==> src/rtl/hex_display_scanner_pkg.sv <==
`default_nettype none
// ============================================================================
// Module      : hex_display_pkg
// Description : Shared constants and helpers for the hex display scanner.
//               Holds the active-high 7-segment glyph table (bit0=a .. bit6=g),
//               the "all segments dark" pattern and the polarity helper.
// Ports       : none (package)
// Revision    : 1.0 - initial release
// ============================================================================
package hex_display_pkg;

    // Segment pattern with every segment dark, active-high.
    localparam logic [6:0] SEG_OFF = 7'h00;

    // Active-high glyphs for 0..F, bit order g..a.
    localparam logic [6:0] SEG_PATTERNS [0:15] = '{
        7'h3F, 7'h06, 7'h5B, 7'h4F,
        7'h66, 7'h6D, 7'h7D, 7'h07,
        7'h7F, 7'h6F, 7'h77, 7'h7C,
        7'h39, 7'h5E, 7'h79, 7'h71
    };

    // Converts an active-high {dp, seg} vector to the pin polarity.
    function automatic logic [7:0] apply_polarity(input logic [7:0] lit,
                                                  input logic       active_low);
        return active_low ? ~lit : lit;
    endfunction

endpackage
`default_nettype wire

==> src/rtl/hex_display_scanner_prescaler.sv <==
`default_nettype none
// ============================================================================
// Module      : scan_prescaler
// Description : Free-running DIV-bit refresh counter. Emits a one-cycle tick
//               while the counter sits at its terminal value, i.e. on the
//               cycle whose closing edge wraps the count back to zero.
// Ports       : clk  - system clock
//               rst  - synchronous active-high reset (count returns to 0)
//               tick - wrap pulse, one cycle every 2^DIV cycles
// Revision    : 1.0 - initial release
// ============================================================================
module scan_prescaler #(
    parameter int DIV = 16
) (
    input  logic clk,
    input  logic rst,
    output logic tick
);

    logic [DIV-1:0] r_count;

    always_ff @(posedge clk) begin
        if (rst) begin
            r_count <= '0;
        end else begin
            r_count <= r_count + 1'b1;
        end
    end

    // Terminal count: the next edge wraps to zero.
    assign tick = &r_count;

endmodule
`default_nettype wire

==> src/rtl/hex_display_scanner.sv <==
`default_nettype none
// ============================================================================
// Module      : hex_display_scanner
// Description : Time-multiplexed driver for DIGITS common-anode 7-segment
//               digits sharing one segment bus. Keeps a shadow copy of the
//               hex nibbles, decimal points and leading-zero-blank flag,
//               and scans one digit per 2^DIV-cycle refresh slot.
// Ports       : clk      - system clock
//               rst      - synchronous active-high reset
//               load     - capture values/dp/blank_lz into the shadow
//               values   - hex nibbles, digit i = values[4i+3:4i]
//               dp       - decimal point request per digit (1 = lit)
//               blank_lz - 1 = suppress leading zeros
//               seg      - segments a..g (bit0..bit6), pin polarity
//               dp_out   - decimal point, same polarity as seg
//               sel      - one-hot digit select, pin polarity
// Revision    : 1.0 - initial release
// ============================================================================
module hex_display_scanner
    import hex_display_pkg::*;
#(
    parameter int DIGITS         = 4,
    parameter int DIV            = 16,
    parameter bit SEG_ACTIVE_LOW = 1'b1,
    parameter bit SEL_ACTIVE_LOW = 1'b1
) (
    input  logic                  clk,
    input  logic                  rst,
    input  logic                  load,
    input  logic [4*DIGITS-1:0]   values,
    input  logic [DIGITS-1:0]     dp,
    input  logic                  blank_lz,
    output logic [6:0]            seg,
    output logic                  dp_out,
    output logic [DIGITS-1:0]     sel
);

    localparam int               IDX_W      = (DIGITS > 1) ? $clog2(DIGITS) : 1;
    localparam logic [IDX_W-1:0] C_LAST_IDX = IDX_W'(DIGITS - 1);
    localparam logic [7:0]       C_DARK     = apply_polarity({1'b0, SEG_OFF}, SEG_ACTIVE_LOW);
    localparam logic [DIGITS-1:0] C_SEL_OFF = SEL_ACTIVE_LOW ? {DIGITS{1'b1}} : {DIGITS{1'b0}};

    // ------------------------------------------------------------------------
    // Refresh slot timing
    // ------------------------------------------------------------------------
    logic w_tick;

    scan_prescaler #(
        .DIV (DIV)
    ) u_prescaler (
        .clk  (clk),
        .rst  (rst),
        .tick (w_tick)
    );

    logic [IDX_W-1:0] r_idx;

    always_ff @(posedge clk) begin
        if (rst) begin
            r_idx <= '0;
        end else if (w_tick) begin
            r_idx <= (r_idx == C_LAST_IDX) ? '0 : r_idx + 1'b1;
        end
    end

    // ------------------------------------------------------------------------
    // Shadow register: the display only ever reads these copies
    // ------------------------------------------------------------------------
    logic [4*DIGITS-1:0] r_values;
    logic [DIGITS-1:0]   r_dp;
    logic                r_blank_lz;

    always_ff @(posedge clk) begin
        if (rst) begin
            r_values   <= '0;
            r_dp       <= '0;
            r_blank_lz <= 1'b0;
        end else if (load) begin
            r_values   <= values;
            r_dp       <= dp;
            r_blank_lz <= blank_lz;
        end
    end

    // ------------------------------------------------------------------------
    // Current digit decode
    // ------------------------------------------------------------------------
    logic [3:0]        w_nib;
    logic              w_dp_req;
    logic              w_upper_zero;
    logic              w_blank;
    logic [DIGITS-1:0] w_sel_hi;
    logic [7:0]        w_lit;
    logic [7:0]        w_pins;

    always_comb begin
        w_nib        = 4'h0;
        w_dp_req     = 1'b0;
        w_upper_zero = 1'b1;
        for (int i = 0; i < DIGITS; i++) begin
            if (IDX_W'(i) == r_idx) begin
                w_nib    = r_values[4*i +: 4];
                w_dp_req = r_dp[i];
            end
            // Digit idx is a leading zero only if it and every more
            // significant nibble are all zero.
            if ((i >= int'(r_idx)) && (r_values[4*i +: 4] != 4'h0)) begin
                w_upper_zero = 1'b0;
            end
        end
    end

    // Digit 0 always shows, so a value of zero still reads "0".
    assign w_blank = r_blank_lz && (r_idx != '0) && w_upper_zero;

    always_comb begin
        w_sel_hi = '0;
        for (int i = 0; i < DIGITS; i++) begin
            w_sel_hi[i] = (IDX_W'(i) == r_idx) && !w_blank;
        end
    end

    assign w_lit  = w_blank ? {1'b0, SEG_OFF} : {w_dp_req, SEG_PATTERNS[w_nib]};
    assign w_pins = apply_polarity(w_lit, SEG_ACTIVE_LOW);

    // ------------------------------------------------------------------------
    // Registered pin drivers
    // ------------------------------------------------------------------------
    logic [6:0]        r_seg;
    logic              r_dp_out;
    logic [DIGITS-1:0] r_sel;

    always_ff @(posedge clk) begin
        if (rst) begin
            r_seg    <= C_DARK[6:0];
            r_dp_out <= C_DARK[7];
            r_sel    <= C_SEL_OFF;
        end else begin
            r_seg    <= w_pins[6:0];
            r_dp_out <= w_pins[7];
            r_sel    <= SEL_ACTIVE_LOW ? ~w_sel_hi : w_sel_hi;
        end
    end

    assign seg    = r_seg;
    assign dp_out = r_dp_out;
    assign sel    = r_sel;

endmodule
`default_nettype wire

==> config.mk <==
export PLATFORM = sky130hd
export DESIGN_NAME = hex_display_scanner
export DESIGN_NICKNAME = d
export VERILOG_FILES = /design/src/rtl/hex_display_scanner_pkg.sv /design/src/rtl/hex_display_scanner_prescaler.sv /design/src/rtl/hex_display_scanner.sv
export SDC_FILE = /design/constraint.sdc
export NUM_CORES = 1
export LEC_CHECK = 0
export CELL_PAD_IN_SITES_DETAIL_PLACEMENT = 1
export CELL_PAD_IN_SITES_GLOBAL_PLACEMENT = 1
export CORE_MARGIN = 2
export CORE_UTILIZATION = 41
export DETAILED_ROUTE_END_ITERATION = 16
export PLACE_DENSITY_LB_ADDON = 0.08
export REMOVE_ABC_BUFFERS = 1
export SLEW_MARGIN = 20
export SYNTH_ARGS = -nofsm -noshare
export SYNTH_HDL_FRONTEND = slang
export SYNTH_HIERARCHICAL = 1
export SYNTH_SLANG_ARGS = --single-unit
export TNS_END_PERCENT = 30
==> constraint.sdc <==
create_clock -name clk -period 3.1 [get_ports clk]
set_input_delay 0.62 -clock clk [delete_from_list [all_inputs] [get_ports clk]]
set_output_delay 0.62 -clock clk [all_outputs]
set_load 0.1 [all_outputs]
==> results_dict.tcl, run 1 <==
set metrics [dict create \
    final_hold_viol_count 0 \
    std_cell_rows 27 \
    cts_sinks 51 \
    ant_nets 0 \
    htree_levels 2 \
    path_delay_family "compound AO/OA/AOI/OAI gates" \
    setup_violations 0 \
    cts_resized 0 \
    synth_top_area_cell "dfxtp_1" \
    critPathMaxFanout 13 \
    synth_edf_count 0 \
    nets 327 \
    synthTopCellsByCount "51 x dfxtp_1, 46 x nor2_1, 23 x mux2i_1, 18 x nand2_1, 13 x inv_1" \
    die_x_um 80.6 \
    ctsHoldBuffers 0 \
    finalSetupTns_ns 0 \
    synth_area_leaders "dfxtp_1 42%, mux2i_1 9.6%, nor2_1 7.2%, ha_1 6.2%, xnor2_1 3.6%" \
    relSlewSlack_pct 43.7 \
    finalNonFillerCells 364 \
    synth_xor_xnor_area_share_pct 4.36 \
    hpwl_mm 3.77 \
    postPlaceCellArea_um2 2760 \
    dr.pass1.iters 4 \
    drt-total-wl_mm 5.06 \
    clk_pin_slew_ns 0.09 \
    outcome "finished clean" \
    crit_required_ns 3.30 \
    die_area_um2 6500 \
    port_buffers 35 \
    synthSimpleGateAreaFrac_pct 22.5 \
    overflow 0 \
    netlist_area_um2 2410 \
    hold_class "reg -> reg" \
    routedWlPerCell_um 13.9 \
    synth-seq-cells 51 \
    die_height_um 80.6 \
    drive_gt1_share_pct 9.93 \
    grt_pass1_wl_mm 8.74 \
    crit_buf_inv 1 \
    worst_slew_pin_slew_ns 0.838 \
    clockRootBuffer "clkbuf_8" \
    synth_top_family_by_area "simple AND/OR/NAND/NOR gates" \
    synthAdderAreaFrac_pct 6.23 \
    core_region_area_um2 5570 \
    grt_usage_pct 17.2 \
    seq_area_frac_synth_pct 42.4 \
    gp_congestion 0.769 \
    drtIter0Drc 37 \
    slowest_stage "ha_1" \
    io_pins 36 \
    cts_buffer_depth 2 \
    leakagePower_nw 1.18 \
    finClkSkew_ns 0.00620 \
    synthMuxAreaShare_pct 10.2 \
    fin_crit_sh_pct 85.6 \
    cts_buffers 5 \
    num_vias 1868 \
    synth_compound_area_share_pct 8.68 \
    p_per_area_nw_per_um2 522 \
    yosys.area.top_type_share_pct 42.4 \
    via_per_inst 5.13 \
    rsz0062_at_grt "false" \
    fmax_mhz 377 \
    fin_area_um2 2890 \
    worst_slack_ns 0.447 \
    postCtsSetupBuffers 0 \
    cp.arrival_ns 2.85 \
    slowest_delay_ns 0.46 \
    ir_drop_v 0.000269 \
    antenna_found_initial 0 \
    yosys_warnings 6 \
    async_flop_share_pct 0 \
    synth_cell_type_count 44 \
    n_antenna_cell 0 \
    drv_cap 0 \
    preCtsSetupSlack_ns 0.482 \
    cts_tree "yes" \
    drc 0 \
    ys.flop_type "dfxtp_1" \
    drv_slew 0 \
    crit_type "reg -> reg" \
    synthCells 260 \
    cp-start-kind "flop" \
    insertion_delay_ns 0.30 \
    crit_path_end_kind "flop" \
    syn_to_final_growth_pct 19.9 \
    initial_utilization_pct 43.2 \
    avgSynthCellArea_um2 9.26 \
    grt_max_degree 42 \
    place_inst 356 \
    crit_chain "ha_1 -> nor2_1 -> a22o_1 -> a31oi_1 -> inv_1 -> ha_1 -> nor2_1 -> a211o_1 -> a21bo_1" \
    yosysMostFrequentCell "dfxtp_1" \
    grt_pass1_vias 1862 \
    fin_crit_ns 2.65 \
]
==> routing by layer <==
layer	global-route usage, %	vias to the layer above	share of wire, %
met1	22.6	887	49
li1	-	939	-
met5	0	-	0
met3	3.37	6	3.8
met2	28.1	36	46
met4	5.76	0	1.3
==> through the flow <==
| step | hold WS [ns] | util (%) | power (mW) |
|---|---|---|---|
| floorplan | 0.441 | - | 0.893 |
| global placement | 0.457 | 49.4 | 0.983 |
| detailed placement | 0.468 | 49.4 | 0.985 |
| CTS | 0.489 | 51.8 | 1.53 |
| global route | 0.531 | 51.8 | 1.57 |
| finish | 0.477 | 51.8 | 1.51 |
==> logic make-up (layout without fill, tap and decap cells) <==
kind of cell | count (synthesis) | count (layout)
buffers and inverters | 27 | 59
multiplexers | 24 | 24
AND/OR/NAND/NOR | 106 | 106
flip-flops | 51 | 51
XOR/XNOR | 12 | 12
AO/OA/AOI/OAI | 28 | 28
adder cells (fa/ha/maj) | 12 | 12
==> report_power, final <==
group          internal (mW)  switching [mW]
logic                 0.0880           0.169
registers              0.688          0.0215
clock network          0.323           0.217
==> worst reg2reg max path, cell delays in order (launching register included) <==
cell and delay, ns:
dfxtp_1 0.44, ha_1 0.46, nor2_1 0.08, a22o_1 0.21, a31oi_1 0.34, inv_1 0.18
ha_1 0.33, nor2_1 0.05, a211o_1 0.28, a21bo_1 0.19
==> cells in the final DEF, fill, tap and decap left out, types with 2 or more instances in the layout <==
| cell | synthesis | routed |
|---|---|---|
| mux2i_1 | 23 | 23 |
| nand3_1 | 9 | 9 |
| nand3b_1 | 4 | 4 |
| ha_1 | 12 | 12 |
| xor2_1 | 2 | 2 |
| o221ai_1 | 3 | 3 |
| a22o_1 | 2 | 2 |
| clkdlybuf4s50_1 | 0 | 23 |
| nor2_1 | 46 | 46 |
| dfxtp_1 | 51 | 51 |
| buf_4 | 0 | 15 |
| nand4_1 | 2 | 2 |
| nand2_1 | 18 | 18 |
| a211o_1 | 2 | 2 |
| bufinv_16 | 0 | 2 |
| nor3b_1 | 2 | 2 |
| o21ai_0 | 3 | 3 |
| a21oi_1 | 10 | 10 |
| nor4_1 | 2 | 2 |
| nor3_1 | 6 | 6 |
| nor2b_1 | 4 | 4 |
| clkbuf_8 | 0 | 5 |
| or3_1 | 2 | 2 |
| xnor2_1 | 10 | 10 |
| inv_1 | 13 | 13 |
==> state kept, by name (all words and copies together), names as in the netlist <==
name                 count
r_blank_lz               1
sel                      4
r_values                16
r_dp                     4
seg                      7
r_idx                    2
u_prescaler/r_count     16
dp_out                   1
==> layout make-up <==
class | count | area [um^2]
clock buffer | 6 | 72.6
clock inverter | 2 | 60.1
fill | 665 | 2690
inverter | 13 | 48.8
multi-input combinational | 182 | 1250
sequential | 51 | 1020
tap | 72 | 90.1
timing repair buffer | 38 | 343
==> final timing paths <==
kind | startpoint | end | slack (ns) | cells past startpoint
max | r_idx[0] | seg[3] | 0.45 | 9
min | u_prescaler/r_count[0] | u_prescaler/r_count[0] | 0.48 | 1
min reg2reg | u_prescaler/r_count[0] | u_prescaler/r_count[0] | 0.48 | 1
max reg2reg | r_idx[0] | seg[3] | 0.45 | 9
No activity file was read; power rests on OpenSTA's default activity.
==> inputs of run 2 (changes only) <==
- CORE_ASPECT_RATIO: default -> 0.75
- RECOVER_POWER: default -> 25
- TNS_END_PERCENT: 30 -> default
==> run 2 against run 1 <==
The run now ends with capacitance limit, slew limit left. Cell count up 1.6%. Worst hold slack better by 0.031 ns. Clock power is 24% lower. Critical endpoint is now u_prescaler/r_count[15]. Power is 8.9% lower. Clock skew shrank 0.0011 ns. Via count down 0.75%. Sequential power is essentially flat. Sequential share of layout area up 0.69 points. Combinational power fell by 3%. Non-clock buffer count unchanged. First-iteration DRC count increased by 24%. Critical path depth fell by 5.
==> results_dict.tcl, run 2 (same netlist as run 1, synthesis figures left out) <==
set metrics [dict create \
    outcome "finished, violations left" \
    violations "capacitance limit, slew limit" \
    drive_gt1_share_pct 7.19 \
    grt_pass1_wl_mm 8.85 \
    postCtsSetupBuffers 0 \
    port_buffers 35 \
    drt-total-wl_mm 5.23 \
    via_per_inst 5.01 \
    cts_resized 0 \
    cts_sinks 51 \
    ctsHoldBuffers 0 \
    hold_ws_ns 0.508 \
    cts_buffer_depth 2 \
    die_x_um 92.5 \
    insertion_delay_ns 0.30 \
    drc 0 \
    dr.pass1.iters 4 \
    crit_chain "dlygate4sd3_1 -> clkbuf_1 -> nor2b_1 -> mux2_4" \
    worst_slew_pin_slew_ns 1.76 \
    critPathMaxFanout 41 \
    antenna_found_initial 0 \
    grt_max_degree 42 \
    final_hold_viol_count 0 \
    clk_pin_slew_ns 0.09 \
    overflow 0 \
    ant_nets 0 \
    relSlewSlack_pct -17.0 \
    finClkSkew_ns 0.00507 \
    p_per_area_nw_per_um2 484 \
    nFillCells 684 \
    std_cell_rows 24 \
    hold_class "reg -> reg" \
    clockRootBuffer "clkbuf_8" \
    slowest_delay_ns 1.29 \
    core_region_area_um2 5740 \
    htree_levels 2 \
    fmax_mhz 360 \
    crit_path_end_kind "flop" \
    layout_common_cells "51 x dfxtp_1, 46 x nor2_1, 23 x mux2i_1, 22 x clkdlybuf4s50_1, 18 x nand2_1" \
    die_area_um2 6510 \
    fin_crit_ns 2.78 \
    routedWlPerCell_um 14.1 \
    cp-start-kind "input port" \
    drv_slew 42 \
    finalSetupTns_ns 0 \
    n_antenna_cell 0 \
    setup_violations 0 \
    cts_buffers 5 \
    drv_cap 1 \
    gp_congestion 0.842 \
    crit_required_ns 3.29 \
    hpwl_mm 3.84 \
    rsz0062_at_grt "false" \
    io_pins 36 \
    cts_tree "yes" \
    leakagePower_nw 1.13 \
    cp.arrival_ns 2.97 \
    drtIter0Drc 46 \
    syn_to_final_growth_pct 17.6 \
    num_vias 1854 \
    crit_type "in -> reg" \
    initial_utilization_pct 42.0 \
    grt_pass1_vias 1822 \
    grt_usage_pct 17.2 \
    final_common_cell "dfxtp_1" \
    slowest_stage "clkbuf_1" \
    ir_drop_v 0.000194 \
    die_height_um 70.4 \
    nets 327 \
    fin_crit_sh_pct 89.6 \
]
[run 2: changes by cell type in the layout (fill, tap and decap cells not counted), sizes merged]
cell / delta
dlygate4sd3: +1
bufinv: -2
buf: -8
clkdlybuf4s50: -1
clkbuf: +10
[run 2: worst max-delay path, delay by kind of cell]
| kind | cells | cell delay (ns) |
|---|---|---|
| buffers and inverters | 2 | 1.91 |
| multiplexers | 1 | 0.31 |
| AND/OR/NAND/NOR | 1 | 0.11 |
[run 2: worst paths after layout]
kind | depth (start not counted) | to | start | slack, ns
hold reg to reg | 1 | u_prescaler/r_count[0] | u_prescaler/r_count[0] | 0.51
setup / recovery | 4 | u_prescaler/r_count[15] | rst | 0.32
hold / removal | 1 | u_prescaler/r_count[0] | u_prescaler/r_count[0] | 0.51
setup reg to reg | 9 | seg[3] | r_idx[0] | 0.38
[run 2: report_power, final]
group / switching (mW) / internal [mW]
Clock: 0.208 / 0.204
Combinational: 0.170 / 0.0803
Sequential: 0.0217 / 0.688
Total: 0.400 / 0.973
[run 2: area by class of cell]
type                            count  area, um^2  share of cell area [%]
Multi-Input combinational cell    182        1250                    44.2
Timing Repair Buffer               38         313                    11.0
Clock buffer                        8         100                    3.53
Sequential cell                    51        1020                    36.0
Inverter                           13        48.8                    1.72
Tap cell                           78        97.6                    3.45
[run 2: metal layers]
metal  global-route usage, %  share of wire [%]
met1                    25.0                 54
met2                    25.3                 41
met3                    4.53                4.3
met4                    3.98               0.48
met5                       0                  0
[run 2: through the flow]
step	total power, mW	instances	util [%]	setup slack (ns)	area, um^2
after global routing	1.44	370	49.4	0.107	2830
after global placement	0.982	362	48.2	0.535	2760
after floorplan	0.893	246	-	0.768	2320
after CTS	1.40	370	49.9	0.369	2860
final	1.37	370	49.4	0.323	2830
after detailed placement	0.986	362	48.2	0.371	2760
==> inputs of run 3 (changes only) <==
- CAP_MARGIN: default -> 5
==> results of run 3 <==
Final layout, timing and power as in run 2 (identical DEF).
